--- src/rtl/serial_adder.sv ---
// rtl/serial_adder.sv - bit-serial LSB-first adder on a 1-bit fulladder cell; optional ovf port via SERIAL_ADD_OVF_EN
module fulladder (
    input  logic c1,
    input  logic x,
    input  logic y,
    output logic sout,
    output logic cout
);
    assign sout = x ^ y ^ c1;
    assign cout = (x & y) | (c1 & (x ^ y));
endmodule

module serial_adder #(
    parameter int WIDTH = 8
) (
    input  logic             clk,
    input  logic             rst_n,
    input  logic             start,
    input  logic [WIDTH-1:0] a,
    input  logic [WIDTH-1:0] b,
    input  logic             cin,
    output logic             busy,
    output logic             done,
    output logic [WIDTH-1:0] sum,
    output logic             cout
`ifdef SERIAL_ADD_OVF_EN
    ,
    output logic             ovf
`endif
);
    localparam int CW = $clog2(WIDTH + 1);
    localparam logic [CW-1:0] LAST = CW'(WIDTH - 1);

    typedef enum logic [1:0] {IDLE, ADD, DONE} state_t;

    state_t           state;
    logic [WIDTH-1:0] a_sr;
    logic [WIDTH-1:0] b_sr;
    logic [WIDTH-1:0] s_sr;
    logic             carry;
    logic [CW-1:0]    count;
    logic             fa_sout;
    logic             fa_cout;

    fulladder u_fa (
        .c1   (carry),
        .x    (a_sr[0]),
        .y    (b_sr[0]),
        .sout (fa_sout),
        .cout (fa_cout)
    );

    assign busy = (state == ADD);
    assign done = (state == DONE);

    always_ff @(posedge clk or negedge rst_n) begin
        if (!rst_n) begin
            state <= IDLE;
            a_sr  <= '0;
            b_sr  <= '0;
            s_sr  <= '0;
            carry <= 1'b0;
            count <= '0;
            sum   <= '0;
            cout  <= 1'b0;
`ifdef SERIAL_ADD_OVF_EN
            ovf   <= 1'b0;
`endif
        end else begin
            case (state)
                IDLE, DONE: begin
                    if (start) begin
                        a_sr  <= a;
                        b_sr  <= b;
                        carry <= cin;
                        count <= '0;
                        state <= ADD;
                    end else begin
                        state <= IDLE;
                    end
                end
                ADD: begin
                    s_sr  <= {fa_sout, s_sr[WIDTH-1:1]};
                    a_sr  <= {1'b0, a_sr[WIDTH-1:1]};
                    b_sr  <= {1'b0, b_sr[WIDTH-1:1]};
                    carry <= fa_cout;
                    count <= count + 1'b1;
                    // Publish only on the last bit so partial sums never reach the port.
                    if (count == LAST) begin
                        sum   <= {fa_sout, s_sr[WIDTH-1:1]};
                        cout  <= fa_cout;
`ifdef SERIAL_ADD_OVF_EN
                        ovf   <= carry ^ fa_cout;
`endif
                        state <= DONE;
                    end
                end
                default: state <= IDLE;
            endcase
        end
    end
endmodule

--- config.mk ---
export PLATFORM = sky130hd
export DESIGN_NAME = serial_adder
export DESIGN_NICKNAME = d
export VERILOG_FILES = /design/src/rtl/serial_adder.sv
export SDC_FILE = /design/constraint.sdc
export NUM_CORES = 1
export LEC_CHECK = 0
export CORE_MARGIN = 2
export CORE_UTILIZATION = 50
export DETAILED_ROUTE_END_ITERATION = 12
export MAX_ROUTING_LAYER = met4
export PLACE_DENSITY = 0.77
export SYNTH_ARGS = -nofsm -noshare
export SYNTH_HDL_FRONTEND = slang
export SYNTH_SLANG_ARGS = --single-unit
--- constraint.sdc ---
create_clock -name clk -period 1.9 [get_ports clk]
set_input_delay 0.285 -clock clk [delete_from_list [all_inputs] [get_ports clk]]
set_output_delay 0.285 -clock clk [all_outputs]
set_load 0.02 [all_outputs]
* Word-level counts from Yosys, hierarchy flattened
Cells that the tools add are included.
** Storage, ports and cells
- Register bits after elaboration :: 40
- Input bits :: 20
** Operators by class
- $add $sub $neg :: 1
- Eq/ne operators :: 5
- Multiplexer cells :: 11
- Bitwise operators :: 5
- Reductions and logical operators :: 5
** Operator list (count)
- one-hot mux 8 bit (2 select lines) :: 2
- 2-to-1 mux 8 bit :: 2
- one-hot mux 4 bit (2 select lines) :: 1
- adder 4 x 1 -> 4 bit (second input constant) :: 1
- == test 4 x 3 -> 1 bit (second input constant) :: 1
- 2-to-1 mux 4 bit :: 1
- one-hot mux 2 bit (2 select lines) :: 1
- AND reduction 2 bit :: 2
- bitwise AND 1 bit :: 2
- == test 2 x 1 -> 1 bit (second input constant) :: 1
- == test 2 bit (second input constant) :: 1
- logical NOT 2 bit :: 1
- 2-to-1 mux 1 bit :: 2
- 2-to-1 mux 2 bit :: 1
- inequality test 2 x 1 -> 1 bit (second input constant) :: 1
- inequality test 2 bit (second input constant) :: 1
- one-hot mux 1 bit (2 select lines) :: 1
- nonzero test 2 bit :: 1
- OR reduction 2 bit :: 1
- bitwise XOR 1 bit :: 2
- OR 1 bit :: 1

* Logic depth before layout (Yosys ltp)
- Depth after elaboration :: 4
- Mapped depth :: 5

* Hierarchy
A second synthesis with hierarchy kept.
** Second synthesis, totals
- Cells, all modules :: 113
- Area, all modules :: 1627.8 um^2
** By module, submodules not included
- serial_adder :: instances 1, cells each 112, area each 1607.8 um^2, seq. area each 975.9 um^2
- fulladder :: instances 1, cells each 1, area each 20.0 um^2, seq. area each 0.0 um^2

* Least setup slack after synthesis
OpenSTA, ideal clock, no wires.
- Kind :: register to register
- Start point :: register count[0]
- End point :: register cout
- Setup time :: 0.125 ns
- Arrival time :: 1.253 ns
- Required time :: 1.775 ns
- Setup slack :: 0.522 ns
- Cell stages (with the launch flop) :: 6
- Buffers on the path :: 1
- Clock period less this slack :: 1.378 ns
- Cells stage by stage :: dfrtp_1 > ha_1 > nand2_1 > nor3b_2 > buf_4 > mux2_2
** On the way
- Cells in the longest elaborated chain, start to end :: 2
** RTL lines
- from (decl) :: RTL line 41 : logic [CW-1:0] count;
- from (signal assigned) :: RTL line 87 : count <= count + 1'b1;
- == test 4 x 3 -> 1 bit :: RTL line 89 : if (count == LAST) begin
- AND reduction 2 bit (no source line)
- to (signal assigned) :: RTL line 91 : cout <= fa_cout;
- to (decl) :: RTL line 25 : output logic cout
No other way between the ends.
A chain may end at the register's enable or synchronous reset.

* Final worst setup path
- Start point :: register state[0]
- End point :: output port done
** On the way
- Cells in the longest elaborated chain, start to end :: 1
** RTL lines
- from (decl) :: RTL line 36 : state_t state;
- from (signal assigned) :: RTL line 58 : state <= IDLE;
- from (signal assigned) :: RTL line 77 : state <= ADD;
- from (signal assigned) :: RTL line 79 : state <= IDLE;
- == test 2 bit :: RTL line 54 : assign done = (state == DONE);
- to (decl) :: RTL line 23 : output logic done,
No other way between the ends.

==> flow_metrics.env <==
export IMPL_number_of_antenna_violations_at_the_first_check_in_global_routing=0
export IMPL_synth_seq_cells=39
export IMPL_post_cts_setup_buffer_count=0
export IMPL_cts_htree_levels=2
export IMPL_synthDistinctLibCells=18
export IMPL_floorplan_die_width_um=61.1
export IMPL_crit_required_ps=1620
export IMPL_number_of_global_route_vias_before_repair=1041
export IMPL_max_clock_freq_mhz=568
export IMPL_final_common_cell="sky130_fd_sc_hd__dfrtp_1"
export IMPL_power_total_mw=3.28
export IMPL_power_density_nw_per_um2=1620
export IMPL_ant_nets=0
export IMPL_area_of_the_die_sq_um=3730
export IMPL_synth_main_ff_cell="sky130_fd_sc_hd__dfrtp_1"
export IMPL_worst_clock_skew_ps=5.18
export IMPL_placement_setup_worst_slack_ps=146
export IMPL_synth_top_cells_by_area="sky130_fd_sc_hd__dfrtp_1 60%, sky130_fd_sc_hd__mux2_2 12%, sky130_fd_sc_hd__a22o_1 10%"
export IMPL_switching_share_pct=34.0
export IMPL_placement_io_buffers=30
export IMPL_grt_ovfl_total=0
export IMPL_clock_sinks=39
export IMPL_ys_async_sr_fraction_pct=100
export IMPL_criticalPathCategory="register to primary output"
export IMPL_layout_nets=171
export IMPL_drcViolationCount=0
export IMPL_critical_path_startpoint_type="register"
export IMPL_netlist_top_cell_by_area="sky130_fd_sc_hd__dfrtp_1"
export IMPL_final_setup_worst_slack_ps=138
export IMPL_period_minus_slack_ps=1760
export IMPL_initial_core_utilization_pct=52.9
export IMPL_power_share_sequential_pct=44.4
export IMPL_vias=1043
export IMPL_most_common_layout_cells="39 x sky130_fd_sc_hd__dfrtp_1, 28 x sky130_fd_sc_hd__clkdlybuf4s50_1, 19 x sky130_fd_sc_hd__a22o_1"
export IMPL_combPwrFrac_pct=43.8
export IMPL_cts_buffers=5
export IMPL_crit_path_end_kind="primary output"
export IMPL_totalNegativeSetupSlack_ps=0
export IMPL_num_io_pins=31
export IMPL_post_route_cells_drive_above_1_share_pct=21.3
export IMPL_place_inst=185
export IMPL_post_synth_cell_area_avg_sq_um=14.4
export IMPL_max_slew_margin_pct=53.3
export IMPL_report_final_setup_viol=0
export IMPL_timing_hold_ws_ps=442
export IMPL_route_detailed_wl_per_inst_um=14.7
export IMPL_dp_hpwl_um=2090
export IMPL_pwr_share_clk_pct=11.8
export IMPL_synth_top_area_share_pct=60.0
export IMPL_cellInternalPower_mw=2.17
export IMPL_synth_yosys_warnings=0
export IMPL_netSwitchingPower_mw=1.11
export IMPL_worstHoldPathType="input pin to async pin"
export IMPL_grt_setup_unrepaired="false"
export IMPL_grt_pass1_wl_um=4630
export IMPL_firstDrtPassIters=4
export IMPL_status="finished, final reports clean"
export IMPL_total_global_routing_track_utilization_pct=18.1
export IMPL_cts_root_buf="sky130_fd_sc_hd__clkbuf_4"
export IMPL_latest_clock_arrival_within_the_worst_skew_pair_ps=330
export IMPL_placeableCoreArea_sq_um=3080
export IMPL_worst_setup_hold_path_clk_slew_ps=100
export IMPL_timing_critical_path_fanout_max=4
export IMPL_max_cap_viol_count=0
export IMPL_die_height_um=61.1
export IMPL_grt_start_max_net_pins=24
export IMPL_p_leak_nw=0.989
export IMPL_critPathArrivalTime_ps=1480
export IMPL_detail_route_vias_per_cell=5.38
export IMPL_areaGrowthSynthToFinish_pct=24.2
export IMPL_finalWeightedCongestion=0.765
export IMPL_detailedRoute_firstIterationViolations=21
export IMPL_cts_max_path_buffers=2
export IMPL_diodes=0
export IMPL_synth_edff_count=0
export IMPL_final_hold_viol_count=0
export IMPL_portion_of_the_post_synthesis_area_used_by_sequential_elements_pct=60.0
export IMPL_core_rowCount=20
export IMPL_synth_area_sq_um=1630
export IMPL_drt_total_wl_um=2840
export IMPL_syn_num_nets=135
export IMPL_timing_final_crit_share_pct=92.7
export IMPL_tritoncts_clock_tree="done"
export IMPL_worst_slew_pin_slew_ps=700
export IMPL_timing_max_transition_violations_final=0
export IMPL_postSynthCellCount=113
export IMPL_power_ir_vdd_worst_v=0.000871
export IMPL_finalNonFillerCells=194
-- critical path, stage by stage, from the launching register on --
cell                              delay, ps
sky130_fd_sc_hd__dfrtp_1                420
sky130_fd_sc_hd__nor2b_1                120
sky130_fd_sc_hd__clkdlybuf4s50_1        610
-- stage by stage --
stage	area [sq um]	utilization [%]
after floorplan	1630	-
after global placement	1960	63.8
after detailed placement	1960	63.8
after CTS	2020	65.7
after global routing	2020	65.7
final	2020	65.7
-- synth_stat cells, drive strengths merged (2+ instances only) --
cell type and count:
buf 7, a21o 15, mux2 17, mux2i 2
nand2 3, nor2b 3, a22o 19, dfrtp 39
-- layout make-up --
cell class                 count  area (sq um)
sequential                    39           976
fill                         252          1060
clock inverter                 1          5.00
tap                           44          55.1
timing repair buffer          36           342
multi-input combinational     67           599
clock buffer                   7          45.0
-- sequential cells by signal, indices dropped and copies added, names as in the netlist --
register and cells:
a_sr 8, b_sr 8, carry 1, count 4, cout 1, s_sr 7
state 2, sum 8
-- power groups by stage --
stage               Clock [mW]  Sequential [mW]  Combinational [mW]
floorplan                    0             1.52               0.986
global placement             0             1.45                1.40
detailed placement           0             1.48                1.46
CTS                      0.398             1.46                1.46
global route             0.449             1.51                1.57
finish                   0.387             1.46                1.44
-- cells by family (layout without fill, tap and decap cells) --
logic type	count (synthesis)	count (layout)	share of synthesized area [%]
compound gates	35	35	17.4
buf+inv	7	44	3.23
fa+ha+maj	2	2	2.00
mux	19	19	13.0
flops	39	39	60.0
simple gates	11	11	4.38
-- path summary, 6_finish.rpt --
check                           cells past startpoint            startpoint              endpoint  slack (ps)
worst min register to register                      1   b_sr[3]$_DFFE_PN0P_   b_sr[3]$_DFFE_PN0P_         490
max in group asynchronous                           3                 rst_n   a_sr[3]$_DFFE_PN0P_         930
worst max register to register                      4  state[1]$_DFFE_PN0P_    sum[0]$_DFFE_PN0P_         320
worst min-delay path                                2                 rst_n  state[0]$_DFFE_PN0P_         440
worst max-delay path                                2  state[0]$_DFFE_PN0P_                  done         140
min in group clk                                    1   b_sr[3]$_DFFE_PN0P_   b_sr[3]$_DFFE_PN0P_         490
-- routing by layer --
metal,track usage [%],share of wire [%]
met3,4.41,4.2
met5,-,0
met4,7.45,0
met1,21.2,43
met2,29.9,53
-- what timing repair did --
item,CTS,global route
endpoints found under the setup margin,1,0
endpoints found under the hold margin,21,0
gates resized for setup,1,0
hold buffers,1,0
Power figures use the tool's default switching activity.
==> variant 1 (same settings) <==
Build with the macro `SERIAL_ADD_OVF_EN` defined.
--- a/src/rtl/serial_adder.sv
+++ b/src/rtl/serial_adder.sv
@@ -1,4 +1,6 @@
 // rtl/serial_adder.sv - bit-serial LSB-first adder on a 1-bit fulladder cell; optional ovf port via SERIAL_ADD_OVF_EN
+`define SERIAL_ADD_OVF_EN
+
 module fulladder (
     input  logic c1,
     input  logic x,
Check against the original RTL (old outputs only; new: ovf): equivalent (equiv_simple and equiv_induct, registers matched by name and starting in step).
==> variant 1 against the original RTL <==
Clock skew fell by 0.0014 ns; total power rose by 4.0%; setup slack improved by 0.0083 ns; via count barely moved; wire length fell by 3.6%; die area rose by 2.2%; sequential cell count rose by 1; core utilization rose by 1.3 points; area after synthesis rose by 2.4%; final area rose by 2.8%; count of clock-buffer cells in the layout fell by 1; clock power rose by 14%; largest cell class unchanged; highest routed layer is now met4.
==> variant 1: results (changes against the original RTL) <==
stage;metric;value;unit;change
setup_path;worstReg2RegStart;state[0];;was state[1]
timing;min_period_over_period;0.923;;was 0.927
timing;fin_skew;0.00376;ns;was 0.00518 ns
layout;layout.nets;174;;was 171
grt;grt_use_met3;0.0559;;was 0.0441
drt;top_layer_used;met4;;was met3
logic_synthesis;yosys-top-cells-area;dfrtp_1 60%, mux2_2 12%, a22o_1 10%;;unchanged
grt;grt_pass1_vias;991;;was 1041
grt;grt_pass1_wl;4.46;mm;was 4.63 mm
placement;hpwl;1.90;mm;was 2.09 mm
layout;drive_gt1_frac;0.216;;was 0.213
logic_synthesis;synth_cell_types;19;;was 18
pwr;ir_worst_vdd;640;uV;was 871 uV
grt;grt.total_usage;0.170;;was 0.181
drt;vias;1042;;was 1043
logic_synthesis;syn_area_per_cell;14.4;um^2;about the same
drt;dr_wl_met3;119;um;was 118 um
drt;dr.first_iter.drc_count;34;;was 21
run_status;status;finished clean;;unchanged
logic_synthesis;synth_compound_area_frac;0.170;;was 0.174
logic_synthesis;post_synth_mux_area_share;0.134;;was 0.130
pwr;p_leak;1.02;nW;was 0.989 nW
placement;numPlacedInstances;188;;was 185
logic_synthesis;synthAdderAreaFrac;0.0195;;was 0.0200
placement;place_area;2010;um^2;was 1960 um^2
timing;holdWs;0.488;ns;was 0.442 ns
placement;io_buffers;31;;was 30
setup_path;r2r-end;count[0];;was sum[0]
grt;use_met2;0.260;;was 0.299
-- variant 1: power groups by stage --
stage / Clock (W) / Sequential, W / Combinational, W
final: 0.000440 / 0.00149 / 0.00149
after global routing: 0.000500 / 0.00154 / 0.00161
after CTS: 0.000453 / 0.00149 / 0.00151
after detailed placement: 0 / 0.00151 / 0.00151
after global placement: 0 / 0.00149 / 0.00147
after floorplan: 0 / 0.00157 / 0.00100
-- variant 1: layout make-up --
class,count,area [um^2]
tap,44,55.1
sequential,40,1000
clock buffer,6,51.3
multi-input combinational,69,617
clock inverter,2,10.0
timing repair buffer,36,344
fill,257,1020
-- variant 1: metrics by stage --
stage | util | power [W]
4_1_cts | 0.670 | 0.00346
3_5_place_dp | 0.647 | 0.00303
2_1_floorplan | - | 0.00257
6_report | 0.670 | 0.00342
5_1_grt | 0.670 | 0.00366
3_3_place_gp | 0.647 | 0.00296
-- variant 1: critical path: stages (launching register included) --
cell	delay (ns)
dfrtp_1	0.42
nor2b_1	0.11
clkdlybuf4s50_1	0.60
==> variant 2 (same settings) <==
Without the edit above. Encoding of `state_t`: now one-hot (3 bits for 3 states).
--- a/src/rtl/serial_adder.sv
+++ b/src/rtl/serial_adder.sv
@@ -31,7 +31,7 @@
     localparam int CW = $clog2(WIDTH + 1);
     localparam logic [CW-1:0] LAST = CW'(WIDTH - 1);
 
-    typedef enum logic [1:0] {IDLE, ADD, DONE} state_t;
+    typedef enum logic [2:0] {IDLE = 3'b001, ADD = 3'b010, DONE = 3'b100} state_t;
 
     state_t           state;
     logic [WIDTH-1:0] a_sr;
Function: no difference found for any inputs over 10 cycles, from zero or initial values and one cycle with rst_n low; not proved beyond that.
==> variant 2 against the original RTL <==
Wire length increased by 32%; sequential cell count grew 1; final cell count is 36% higher; final area increased by 12%; maximum frequency fell by 0.86%; core utilization is 1.6 points higher; die area up 8.3%; sequential share of layout area down 4.0 points; via count is 38% higher; setup slack got worse by 0.015 ns; area after synthesis grew 8.9%; total power fell by 13%; sequential power fell by 10%; highest routed layer is now met4.
==> variant 2: results (changes against the original RTL) <==
stage;metric;value;unit;change
cts;cts_buffer_depth;2;;unchanged
pwr;ir_worst_vdd;673;uV;was 871 uV
setup_path;cp_top_family;simple AND/OR/NAND/NOR gates;;was buffers and inverters
placement;io_buffers;30;;unchanged
pwr;p_leak;1.03;nW;was 0.989 nW
pwr;p_int;0.00180;W;was 0.00217 W
drt;dr.first_iter.drc_count;84;;was 21
run_status;status;finished clean;;unchanged
layout;drive_gt1_frac;0.161;;was 0.213
logic_synthesis;yosys-top-cells-area;dfrtp_1 55%, nand3_1 9.6%, nand2_1 8.9%;;was dfrtp_1 60%, mux2_2 12%, a22o_1 10%
placement;place.gp.congestion;0.726;;was 0.765
cts;clkTransAtPathRegs;0.12;ns;was 0.10 ns
grt;grt.total_usage;0.224;;was 0.181
grt;grt_pass1_wl;6.83;mm;was 4.63 mm
cts;htree_levels;2;;unchanged
setup_path;cp_slowest_cell;or3b_4;;was clkdlybuf4s50_1
drt;wl_per_cell;14.2;um;was 14.7 um
logic_synthesis;post_synth_mux_area_share;0.0572;;was 0.130
timing;tightest_slew;0.497;ns;was 0.700 ns
placement;hpwl;2.64;mm;was 2.09 mm
logic_synthesis;synthAdderAreaFrac;0.0183;;was 0.0200
grt;grt_max_degree;41;;was 24
setup_path;worst_path_largest_cell_delay;0.42;ns;was 0.61 ns
setup_path;worstReg2RegStart;state[0];;was state[1]
logic_synthesis;ys_seq_area_frac;0.565;;was 0.600
logic_synthesis;synth_compound_area_frac;0.0924;;was 0.174
placement;pre_cts_ws;0.109;ns;was 0.146 ns
timing;holdWs;0.487;ns;was 0.442 ns
hold_path;hold_path_depth;3;;
setup_path;cp.arrival;1.49;ns;
logic_synthesis;async_reset_ff_frac;1.00;;unchanged
hold_path;hold_start;b[3];;
hold_path;hold_path_class;in2reg;;was in2async
layout;num-fill-cells;286;;was 252
logic_synthesis;synth_xor_area_frac;0.0148;;was 0
cts;clkLatencyLatePin;0.35;ns;was 0.33 ns
grt;grt_pass1_vias;1513;;was 1041
logic_synthesis;syn-num-nets;198;;was 135
layout;layout.nets;238;;was 171
setup_path;r2r_slack;0.25;ns;was 0.32 ns
timing;fin_skew;0.0122;ns;was 0.00518 ns
logic_synthesis;yosys-top-cells-count;42 x nand2_1, 39 x dfrtp_1, 34 x nand3_1;;was 39 x dfrtp_1, 19 x a22o_1, 17 x mux2_2
placement;place_area;2180;um^2;was 1960 um^2
logic_synthesis;synth_cell_types;23;;was 18
drt;vias;1443;;was 1043
cts;cts-root-buf;clkbuf_4;;unchanged
-- variant 2: kinds of logic (layout without fill, tap and decap cells) --
kind of cell / after synthesis / after routing
buf+inv: 13 / 54
flops: 40 / 40
fa+ha+maj: 2 / 2
simple gates: 85 / 85
mux: 9 / 9
xor+xnor: 3 / 3
compound gates: 24 / 24
-- variant 2: routing by layer --
metal  vias up  wire length [um]  track usage
met2        35              1860        0.362
met3         8               152       0.0589
met5         -                 0            -
li1        692                 -            -
met1       708              1670        0.278
met4         0                56       0.0652
-- variant 2: power by group through the flow --
| stage | Combinational [W] | Clock, W | Sequential, W |
|---|---|---|---|
| floorplan | 0.000700 | 0 | 0.00128 |
| global placement | 0.00101 | 0 | 0.00130 |
| detailed placement | 0.00106 | 0 | 0.00133 |
| CTS | 0.00107 | 0.000497 | 0.00131 |
| global route | 0.00120 | 0.000535 | 0.00135 |
| finish | 0.00106 | 0.000483 | 0.00131 |
-- variant 2: final cells by class --
type,instances,share of cell area
Multi-Input combinational cell,123,0.319
Timing Repair Buffer,45,0.181
Sequential cell,40,0.443
Tap cell,46,0.0254
Inverter,1,0.00166
Clock buffer,8,0.0304
-- variant 2: through the flow --
stage / cells / util
5_1_grt: 263 / 0.673
4_1_cts: 263 / 0.673
2_1_floorplan: 176 / -
3_3_place_gp: 254 / 0.649
6_report: 263 / 0.673
3_5_place_dp: 254 / 0.649
-- variant 2: how the worst max path moves through the flow --
stage                   from    to  slack, ns
floorplan           state[2]  cout       0.18
global placement    state[0]  busy       0.11
detailed placement  state[0]  busy       0.11
CTS                 state[0]  busy       0.04
global route        state[0]  busy       0.06
finish              state[0]  busy       0.12
-- variant 2: timing repair --
action | CTS | global route
hold buffers | 1 | 0
setup endpoints to repair | 2 | 1
hold endpoints to repair | 39 | 0
gates resized for setup | 4 | 1
-- variant 2: worst register-to-register path, cell delays in order (launching register included) --
cell	delay, ns
dfstp_2	0.39
or3b_4	0.42
nor3_4	0.19
buf_4	0.19
mux2_2	0.34
